[src/rtl/gen_stagger_seq.sv]
// gen_stagger_seq: staggered per-lane event sequencer with timestamped event report
module gen_stagger_seq #(
    parameter int NUM_LANES = 5,
    parameter int STEP = 10,
    parameter int TIMEOUT = 1000,
    parameter int TW = $clog2(TIMEOUT + 1),
    parameter int LW = (NUM_LANES > 1 ? $clog2(NUM_LANES) : 1)
) (
    input  logic                 clk,
    input  logic                 rst,
    input  logic                 start,
    input  logic                 abort,
    output logic                 busy,
    output logic                 start_pulse,
    output logic                 finish_pulse,
    output logic [NUM_LANES-1:0] lane_pulse,
    output logic [NUM_LANES-1:0] lane_done,
    output logic                 evt_valid,
    output logic [LW-1:0]        evt_lane,
    output logic [TW-1:0]        evt_time,
    output logic [TW-1:0]        cur_time
);
    typedef enum logic {IDLE, RUN} state_t;
    state_t state, state_n;
    logic [TW-1:0] nt, time_n, etime_n;
    logic [NUM_LANES-1:0] hit, pulse_n, done_n;
    logic go, adv, start_n, finish_n, valid_n;
    logic [LW-1:0] lane_n;
    if (NUM_LANES < 1 || NUM_LANES > 32 || STEP < 1 || TIMEOUT <= (NUM_LANES - 1) * STEP) begin : g_bad
        $fatal(1, "gen_stagger_seq: illegal NUM_LANES/STEP/TIMEOUT combination");
    end
    // go launches a run from idle; adv advances a live run by one cycle
    assign go  = (state == IDLE) && start;
    assign adv = (state == RUN) && !abort && (cur_time != TW'(TIMEOUT));
    assign nt  = (state == IDLE) ? '0 : cur_time + TW'(1);
    assign busy = (state == RUN);
    for (genvar g = 0; g < NUM_LANES; g++) begin : g_lane
        assign hit[g]    = (nt == TW'(g * STEP));
        assign done_n[g] = go ? hit[g] : (adv ? (lane_done[g] | hit[g]) : lane_done[g]);
    end
    // next state, next timestamp and next pulse/report values
    always_comb begin
        state_n  = state;
        lane_n   = '0;
        time_n   = (go || adv) ? nt : cur_time;
        start_n  = go;
        finish_n = adv && (nt == TW'(TIMEOUT));
        pulse_n  = (go || adv) ? hit : '0;
        valid_n  = |pulse_n;
        etime_n  = valid_n ? time_n : '0;
        if (go)
            state_n = RUN;
        else if (state == RUN && (abort || cur_time == TW'(TIMEOUT)))
            state_n = IDLE;
        for (int i = NUM_LANES - 1; i >= 0; i--)
            if (pulse_n[i]) lane_n = LW'(i);
    end
    // register state and every output
    always_ff @(posedge clk) begin
        if (rst) begin
            state        <= IDLE;
            cur_time     <= '0;
            start_pulse  <= 1'b0;
            finish_pulse <= 1'b0;
            lane_pulse   <= '0;
            lane_done    <= '0;
            evt_valid    <= 1'b0;
            evt_lane     <= '0;
            evt_time     <= '0;
        end else begin
            state        <= state_n;
            cur_time     <= time_n;
            start_pulse  <= start_n;
            finish_pulse <= finish_n;
            lane_pulse   <= pulse_n;
            lane_done    <= done_n;
            evt_valid    <= valid_n;
            evt_lane     <= lane_n;
            evt_time     <= etime_n;
        end
    end
endmodule

[config.mk]
export PLATFORM = sky130hd
export DESIGN_NAME = gen_stagger_seq
export DESIGN_NICKNAME = d
export VERILOG_FILES = /design/src/rtl/gen_stagger_seq.sv
export SDC_FILE = /design/constraint.sdc
export NUM_CORES = 1
export LEC_CHECK = 0
export BUFFER_PORTS_ARGS = -buffer_cell sky130_fd_sc_hd__buf_2
export CAP_MARGIN = 20
export CORE_MARGIN = 5
export CORE_UTILIZATION = 48
export DETAILED_ROUTE_END_ITERATION = 10
export PLACE_DENSITY = 0.82
export RECOVER_POWER = 50
export SLEW_MARGIN = 20
export SYNTH_ARGS = -nofsm -noshare
export SYNTH_HDL_FRONTEND = slang
export SYNTH_SLANG_ARGS = --single-unit
[constraint.sdc]
create_clock -name clk -period 1.8 [get_ports clk]
set_input_delay 0.45 -clock clk [delete_from_list [all_inputs] [get_ports clk]]
set_output_delay 0.45 -clock clk [all_outputs]
set_load 0.005 [all_outputs]
==> results.yml, run 1 <==
finish:
  fillCellCount: 271
  postLayoutCoreUtil_pct: 72.5
  n_antenna_cell: 0
  areaGrowthSynthToFinish_pct: 46.8
  post_route_cells_drive_above_1_share_pct: 43.9
  stdcell_count: 335
  final_nets: 292
routing:
  count_of_routing_violations_after_the_opening_detailed_route_iteration: 314
  route.detailed.wl_per_inst_um: 18.3
  final_routed_wirelength_across_all_metal_layers_mm: 6.12
  dr_total_vias: 2007
  post_drt_via_cell_ratio: 5.99
  drt_drc_violations_left: 0
  drt_pre_antenna_iters: 5
  route.antenna.remaining_nets: 0
timing:
  tns_ns: -1.22
  relSlewSlack_pct: 64.7
  clock_skew_ns: 0.00644
  worst_pin_slew_ns: 0.525
  timing.final.ws_setup_ns: -0.137
  final.min_clock_period_ns: 1.94
  timing.final.setup_violations: 17
  drv_slew: 0
  timing.final.hold_violations: 0
  timing.hold.ws_ns: 0.450
  min_period_over_period_pct: 108
  clock.fmax_ghz: 0.516
  rsz_0062_raised_after_global_routing: "yes"
clock_network:
  cts_inserted_buffers: 5
  clock_tree_from_tritoncts: "built"
  cts.reportedPaths.clkPinSlew_ns: 0.07
  htree_num_levels: 2
  clockBufferDepth: 2
  clock-root-buffer: "clkbuf_8"
  clk_latency_ns: 0.29
  clock_sink_count: 37
floorplan:
  floorplan.core_area_um2: 3630
  die_width_um: 71.2
  die_y_um: 71.2
  design.portCount: 41
  num_rows: 22
  floorplan.initialDensity_pct: 49.4
  die_area_um2: 5060
global_routing:
  antenna_found_initial: 0
  grt_total_ovfl: 0
  number_of_global_route_vias_before_repair: 1808
  grt_start_max_net_pins: 15
  grt_first_pass_wirelength_mm: 8.47
  track_usage_pct: 21.0
flow_run:
  maxCapViolations: 0
status:
  violations: "negative setup slack"
  outcome: "finished, violations left"
power_and_ir_drop:
  vdd.ir_drop.worst_uv: 333
  power_per_cell_area_nw_per_um2: 652
  power.static_leakage_uw: 0.00107
synthesis:
  synth_area_per_cell_um2: 8.76
  synthAdderAreaFrac_pct: 1.39
  synth_seq_cells: 37
  yosys.area_share.xor_xnor_pct: 3.41
  synth_top_area_cell: "dfxtp_1"
  yosys_most_used_dff: "dfxtp_1"
  synthMuxAreaShare_pct: 0
  synth-edff-count: 0
  largest_family_of_logic_cells_by_synthesized_area: "simple AND/OR/NAND/NOR gates"
  yosys.area.top_type_share_pct: 41.3
  yosysSeqAreaShare_pct: 41.3
  number_of_warning_messages_in_the_yosys_log: 0
  synth_cell_types: 58
  postSynthCellCount: 205
  synth-simple-area-share_pct: 29.7
  syn-cell-area_um2: 1800
  compound_gate_fraction_of_synth_area_pct: 19.5
  synth_async_sr_flop_share_pct: 0
  ys_top_cells_by_area: "dfxtp_1 (41%), nand2_1 (3.8%), nor2_1 (3.6%), nor3_1 (3.3%), o21ai_0 (3.1%)"
setup_path:
  critical_path_class: "reg2reg"
  endpoint_kind_of_the_worst_setup_timing_path: "flop"
  kind_of_cell_with_the_highest_combined_delay_on_the_critical_path: "compound AO/OA/AOI/OAI gates"
  worstPathRequired_ns: 2.00
  slowest_stage: "nor2_2"
  cp_data_arrival_time_ns: 2.14
  path_buf_inv: 1
  crit_fanout: 8
  cp_cell_sequence: "inv_1 -> ha_4 -> nor2b_2 -> a41oi_2 -> nor2_2 -> o21ai_0 -> a21oi_1"
  slowest_delay_ns: 0.42
  startpoint_type: "flop"
placement:
  dp_hpwl_mm: 3.72
  total_of_buffers_placed_on_input_and_output_ports: 40
  gp_routability_congestion: 0.923
  placed_cells_incl_taps: 321
worst_hold_path:
  worst_hold_path_type: "reg2reg"
layout make-up:
class                      instances  area [µm²]  area share [%]
clock buffer                       6        82.6            3.13
clock inverter                     2        37.5            1.42
inverter                           7        26.3           0.997
multi-input combinational        155        1170            44.5
sequential                        37         756            28.7
tap                               48        60.1            2.28
timing repair buffer              80         500            19.0
cell usage after synthesis, types with 2 or more instances:
| master | n |
|---|---|
| a211oi_1 | 3 |
| a21boi_0 | 2 |
| a21oi_1 | 9 |
| a22oi_1 | 2 |
| a31oi_1 | 3 |
| a41oi_1 | 2 |
| and3_1 | 2 |
| and3b_1 | 2 |
| and4_1 | 4 |
| buf_2 | 5 |
| clkbuf_1 | 3 |
| dfxtp_1 | 37 |
| ha_1 | 2 |
| inv_1 | 7 |
| nand2_1 | 18 |
| nand2b_1 | 3 |
| nand3_1 | 6 |
| nand3b_1 | 2 |
| nand4_1 | 3 |
| nor2_1 | 17 |
| nor2b_1 | 4 |
| nor3_1 | 12 |
| nor3b_1 | 2 |
| nor4_1 | 2 |
| o211ai_1 | 2 |
| o21ai_0 | 11 |
| o32ai_1 | 3 |
| or2_2 | 2 |
| xnor2_1 | 6 |
where the power goes:
| part | internal (µW) | switching, µW |
|---|---|---|
| Sequential | 828 | 6.51 |
| Clock | 450 | 293 |
| Combinational | 54.9 | 85.9 |
worst paths after layout:
kind	start	cells past startpoint	slack, ns	endpoint
worst min-delay path	lane_done[3]	2	0.45	lane_done[3]
worst min register to register	lane_done[3]	2	0.45	lane_done[3]
worst max-delay path	cur_time[1]	7	-0.14	cur_time[8]
worst max register to register	cur_time[1]	7	-0.14	cur_time[8]
registers in the layout, summed over array words and instances (netlist names):
register      count
evt_valid         1
lane_pulse        5
busy              1
start_pulse       1
evt_time         10
evt_lane          3
finish_pulse      1
lane_done         5
cur_time         10
placed cells by master, fill, tap and decap left out, drive strengths merged, types with 3 or more instances in the layout:
master and count:
xnor2 6, nor3 12, nand3b 3, conb 5, inv 7, o32ai 3, nor2 18, clkbuf 15
dfxtp 37, buf 71, nand2b 3, o21ai 11, nand4 3, or3 3, a21oi 9, a211oi 3
a31oi 4, nor4 3, nand3 7, nor2b 4, and4 4, nand2 18
per-stage QoR:
step	setup slack [ns]	cell area, µm²	total power, µW
final	-0.137	2640	1720
after detailed placement	-0.170	2290	973
after global routing	-0.210	2640	1780
after floorplan	0.0299	1830	920
after global placement	-0.119	2290	968
after CTS	-0.00361	2490	1710
worst reg2reg max path: stages, from the launching register on:
cell and delay (ns):
dfxtp_4 0.36, inv_1 0.11, ha_4 0.13, nor2b_2 0.17
a41oi_2 0.23, nor2_2 0.43, o21ai_0 0.21, a21oi_1 0.22
cell families (layout without fill, tap and decap cells):
logic type | count (synthesis) | in the layout
buffers and inverters | 17 | 95
flip-flops | 37 | 37
adder cells (fa/ha/maj) | 2 | 2
XOR/XNOR | 7 | 7
AO/OA/AOI/OAI | 50 | 50
AND/OR/NAND/NOR | 91 | 91
other | 1 | 5
routing by layer:
layer	up-vias	part of all wire [%]	GRT usage, %
met5	-	0	0
met4	0	3.5	11.5
met3	28	8.6	4.97
met2	126	50	34.8
met1	946	38	24.9
li1	907	-	-
repair_timing:
action	in CTS	in global routing
gates cloned	0	1
hold buffers	0	0
setup endpoints to repair	22	28
setup buffers	0	5
gates resized for setup	18	32
pin swaps	1	10
Note: power is estimated with default switching activity, not from simulation.
==> run 2, diff against run 1 <==
- RECOVER_POWER: 50 -> not set
==> run 2 against run 1 <==
The run still ends with negative setup slack left. Critical path depth is the same. Power is 0.20% lower. Clock-buffer cell count is the same. Highest routed layer unchanged.
==> results.yml, run 2 (same netlist as run 1, synthesis figures left out) <==
floorplan:
  num_rows: 22
  die_area_um2: 5060
  floorplan.core_area_um2: 3630
  die_width_um: 71.2
  die_y_um: 71.2
  floorplan.initialDensity_pct: 49.4
  design.portCount: 41
setup_path:
  cp_data_arrival_time_ns: 2.15
  rr_worst_depth: 7
  rr_endpoint: "cur_time[8]"
  crit_fanout: 8
  endpoint_kind_of_the_worst_setup_timing_path: "flop"
  rrSetupSlack_ns: -0.15
  worstPathRequired_ns: 2.00
  critical_path_class: "reg2reg"
  r2r-start: "cur_time[1]"
  startpoint_type: "flop"
routing:
  count_of_routing_violations_after_the_opening_detailed_route_iteration: 323
  post_drt_via_cell_ratio: 6.03
  dr_total_vias: 2020
  drt_pre_antenna_iters: 5
  route.detailed.wl_per_inst_um: 18.1
  drt_drc_violations_left: 0
  route.antenna.remaining_nets: 0
  final_routed_wirelength_across_all_metal_layers_mm: 6.07
global_routing:
  grt_first_pass_wirelength_mm: 8.47
  grt_total_ovfl: 0
  antenna_found_initial: 0
  grt_start_max_net_pins: 15
  number_of_global_route_vias_before_repair: 1808
  track_usage_pct: 21.0
finish:
  n_antenna_cell: 0
  final_common_cell: "buf_2"
  mostFrequentLayoutCells: "buf_2 (40), buf_4 (37), dfxtp_1 (31), nand2_1 (16), nor2_1 (15)"
  final_nets: 292
  biggestRegsByFlops: "cur_time x10, evt_time x10"
  areaGrowthSynthToFinish_pct: 47.4
  post_route_cells_drive_above_1_share_pct: 47.0
  fillCellCount: 269
timing:
  timing.final.setup_violations: 18
  timing.final.ws_setup_ns: -0.146
  final.min_clock_period_ns: 1.95
  relSlewSlack_pct: 62.9
  clock_skew_ns: 0.00546
  rsz_0062_raised_after_global_routing: "yes"
  min_period_over_period_pct: 108
  timing.final.hold_violations: 0
  drv_slew: 0
  clock.fmax_ghz: 0.514
  worst_pin_slew_ns: 0.552
  tns_ns: -1.47
status:
  outcome: "finished, violations left"
  violations: "negative setup slack"
worst_hold_path:
  worst_hold_path_type: "reg2reg"
  timing.hold.worst.start: "lane_done[3]"
  hold-path-endpoint: "lane_done[3]"
  min_delay_path_depth: 2
placement:
  dp_hpwl_mm: 3.72
  gp_routability_congestion: 0.923
  total_of_buffers_placed_on_input_and_output_ports: 40
clock_network:
  clk_latency_ns: 0.29
  cts.reportedPaths.clkPinSlew_ns: 0.07
  clock_tree_from_tritoncts: "built"
  clock_sink_count: 37
  clockBufferDepth: 2
  clock-root-buffer: "clkbuf_8"
  htree_num_levels: 2
  holdBufCountCts: 0
  cts_inserted_buffers: 5
power_and_ir_drop:
  vdd.ir_drop.worst_uv: 334
  total_power_uw: 1720
  power.static_leakage_uw: 0.00111
  power_per_cell_area_nw_per_um2: 648
flow_run:
  maxCapViolations: 0
## run 2: metrics by stage
stage | instance area (µm²) | cells | setup WS [ns] | hold slack [ns] | util, %
after global placement | 2290 | 321 | -0.119 | 0.436 | 63.1
after global routing | 2650 | 335 | -0.210 | 0.494 | 72.8
final | 2650 | 335 | -0.146 | 0.450 | 72.8
after CTS | 2490 | 329 | -0.00361 | 0.464 | 68.7
after floorplan | 1830 | 209 | 0.0299 | 0.444 | -
after detailed placement | 2290 | 321 | -0.170 | 0.447 | 63.1
## run 2: where the power goes
group          switching, µW  leakage (µW)  internal (µW)
Clock                    290     0.0000574            450
Combinational           85.0      0.000745           55.6
Sequential              6.43      0.000305            828
Total                    382       0.00111           1330
## run 2: critical path, cell delays in order, from the launching register on
cell,delay [ns]
dfxtp_4,0.36
inv_1,0.11
ha_4,0.13
nor2b_2,0.17
a41oi_2,0.23
nor2_2,0.43
o21ai_0,0.21
a21oi_1,0.23
## run 2: layout make-up
cell class,instances,area (µm²),share of cell area [%]
Clock inverter,2,37.5,1.42
Tap cell,48,60.1,2.27
Clock buffer,6,82.6,3.12
Multi-Input combinational cell,155,1170,44.3
Inverter,7,26.3,0.993
Sequential cell,37,756,28.6
Timing Repair Buffer,80,512,19.3
## run 2: worst max-delay path by stage
| stage | end | start | slack [ns] | cells past startpoint |
|---|---|---|---|---|
| floorplan | lane_done[3] | cur_time[0] | 0.03 | 8 |
| global placement | evt_valid | cur_time[0] | -0.12 | 7 |
| detailed placement | cur_time[6] | cur_time[0] | -0.17 | 7 |
| CTS | lane_done[0] | cur_time[2] | -0.004 | 7 |
| global route | cur_time[8] | cur_time[1] | -0.21 | 7 |
| finish | cur_time[8] | cur_time[1] | -0.15 | 7 |
## run 2: per-layer routing
| metal | vias up | track usage [%] | wire length [µm] |
|---|---|---|---|
| li1 | 908 | - | - |
| met1 | 936 | 24.9 | 2300 |
| met2 | 145 | 34.8 | 2990 |
| met3 | 31 | 4.97 | 556 |
| met4 | 0 | 11.5 | 225 |
| met5 | - | 0 | 0 |
## run 2: what timing repair did
action | in CTS | in global routing
pin swaps | 1 | 10
setup endpoints to repair | 22 | 28
gates cloned | 0 | 1
buffers inserted | 0 | 5
gates resized for setup | 18 | 32
==> run 3, diff against run 2 <==
--- a/config.mk
+++ b/config.mk
@@ -12,3 +12,4 @@
 export DETAILED_ROUTE_END_ITERATION = 10
-export PLACE_DENSITY = 0.82
+export MAX_ROUTING_LAYER = met4
+export PLACE_DENSITY = 0.73
 export SLEW_MARGIN = 20
==> constraint.sdc (replaced) <==
create_clock -name clk -period 1.8 [get_ports clk]
set_input_delay 0.18 -clock clk [delete_from_list [all_inputs] [get_ports clk]]
set_output_delay 0.18 -clock clk [all_outputs]
set_load 0.005 [all_outputs]
==> run 3 against run 2 <==
The run still ends with negative setup slack left. Combinational power about the same. Power fell by 8.1%. Via count down 2.1%. Sequential share of layout area down 1.4 points. Routed wire length rose by 0.48%. Fmax rose by 3.8%. Design area grew 5.2%. Critical path type unchanged. Critical endpoint is now evt_time[4]. Highest routed layer unchanged.
==> results.yml, run 3 (same netlist as run 1, synthesis figures left out) <==
floorplan:
  floorplan.initialDensity_pct: 49.4
  num_rows: 22
  die_area_um2: 5060
  die_y_um: 71.2
  design.portCount: 41
  die_width_um: 71.2
  floorplan.core_area_um2: 3630
clock_network:
  cts_inserted_buffers: 5
  cts.reportedPaths.clkPinSlew_ns: 0.08
  clk_latency_ns: 0.29
  clock_tree_from_tritoncts: "built"
  clock-root-buffer: "clkbuf_8"
  htree_num_levels: 2
  holdBufCountCts: 0
  clock_sink_count: 37
  clockBufferDepth: 2
placement:
  gp_routability_congestion: 0.885
  dp_hpwl_mm: 3.82
  total_of_buffers_placed_on_input_and_output_ports: 40
  preCtsSetupSlack_ns: -0.178
timing:
  timing.final.hold_violations: 0
  timing.final.setup_violations: 9
  worst_pin_slew_ns: 0.532
  timing.final.ws_setup_ns: -0.0750
  final.min_clock_period_ns: 1.87
  relSlewSlack_pct: 64.5
  drv_slew: 0
  clock.fmax_ghz: 0.533
  tns_ns: -0.416
  timing.hold.ws_ns: 0.245
  clock_skew_ns: 0.00687
  rsz_0062_raised_after_global_routing: "yes"
  min_period_over_period_pct: 104
power_and_ir_drop:
  vdd.ir_drop.worst_uv: 468
  seq_power_share_pct: 52.7
  power_per_cell_area_nw_per_um2: 567
  clock_power_share_pct: 38.1
  power.static_leakage_uw: 0.00118
  power.net_switching_uw: 394
  comb_power_share_pct: 9.2
  cell_internal_pwr_uw: 1180
  net_switching_share_of_the_total_power_pct: 25.0
finish:
  areaGrowthSynthToFinish_pct: 55.0
  biggestRegsByFlops: "cur_time x10, evt_time x10"
  fillCellCount: 248
  multi_input_comb_area_um2: 1260
  mostFrequentLayoutCells: "buf_4 (43), buf_2 (40), dfxtp_1 (32), nand2_1 (14), nor2_1 (13)"
  final-seq-area_um2: 757
  final_nets: 301
  final_common_cell: "buf_4"
  n_antenna_cell: 0
  post_route_cells_drive_above_1_share_pct: 52.2
setup_path:
  worst_path_most_repeated_cell: "buf_4"
  slowest_delay_ns: 0.39
  endpoint_kind_of_the_worst_setup_timing_path: "flop"
  crit_fanout: 5
  cp_data_arrival_time_ns: 2.08
  critical_path_class: "reg2reg"
  cp_cell_sequence: "buf_4 -> buf_4 -> nand2_1 -> nor3b_1 -> nand4_1 -> buf_4 -> a211oi_1"
  startpoint_type: "flop"
  worstPathRequired_ns: 2.00
  slowest_stage: "dfxtp_4"
routing:
  route.antenna.remaining_nets: 0
  dr_total_vias: 1977
  drt_pre_antenna_iters: 4
  post_drt_via_cell_ratio: 5.76
  drt_drc_violations_left: 0
  count_of_routing_violations_after_the_opening_detailed_route_iteration: 136
  route.detailed.wl_per_inst_um: 17.8
  final_routed_wirelength_across_all_metal_layers_mm: 6.10
worst_hold_path:
  worst_hold_path_type: "in2reg"
status:
  violations: "negative setup slack"
  outcome: "finished, violations left"
global_routing:
  antenna_found_initial: 0
  track_usage_pct: 23.1
  grt_start_max_net_pins: 18
  grt_total_ovfl: 0
  number_of_global_route_vias_before_repair: 1861
  grt_first_pass_wirelength_mm: 8.94
flow_run:
  maxCapViolations: 0
## run 3: cell types whose count changed in the layout (fill, tap and decap cells not counted), moves of 2 or more
cell     change
buf_4        +6
nor3_1       -4
buf_6        +3
nor3_2       +3
dfxtp_2      -2
nand2_1      -2
nand2_4      +2
nor2_1       -2
## run 3: worst paths after layout
check / start / depth (start not counted) / slack (ns) / to
worst min register to register: lane_done[2] / 2 / 0.46 / lane_done[2]
worst min-delay path: start / 3 / 0.25 / start_pulse
worst max-delay path: cur_time[0] / 7 / -0.07 / evt_time[4]
worst max register to register: cur_time[0] / 7 / -0.07 / evt_time[4]
## run 3: timing repair
item / 4_1_cts / 5_1_grt
endpoints found under the setup margin: 26 / 29
pin swaps: 10 / 12
setup buffers: 5 / 6
cloned: 1 / 0
gates resized for setup: 36 / 37
## run 3: critical path, delay by kind of cell, from the launching register on
family                 cells  cell delay (ns)
AND/OR/NAND/NOR            3             0.72
buffers and inverters      3             0.46
flip-flops                 1             0.39
AO/OA/AOI/OAI              1             0.22
## run 3: stage by stage
stage	cell area, µm²	instances	power [µW]	utilization, %
6_report	2780	343	1580	76.6
5_1_grt	2780	343	1630	76.6
4_1_cts	2610	337	1560	71.7
3_5_place_dp	2310	324	967	63.7
3_3_place_gp	2310	324	965	63.7
2_1_floorplan	1830	209	920	-
## run 3: power by group through the flow
stage          combinational (µW)  clock [µW]  sequential, µW
2_1_floorplan                58.8           0             861
6_report                      144         601             831
4_1_cts                       125         606             833
3_5_place_dp                  111           0             856
5_1_grt                       154         645             833
3_3_place_gp                  109           0             855
## run 3: area by class of cell
class	instances	area share (%)
Tap cell	48	2.16
Sequential cell	37	27.2
Clock inverter	1	0.270
Clock buffer	6	2.97
Multi-Input combinational cell	155	45.1
Inverter	7	1.03
Timing Repair Buffer	89	21.2
## run 3: layer usage
metal | global-route usage [%] | up-vias | routed length [µm]
met2 | 35.9 | 88 | 3060
met3 | 5.82 | 20 | 369
met1 | 27.7 | 936 | 2520
met4 | 11.3 | 0 | 159
met5 | - | - | 0
li1 | - | 933 | -
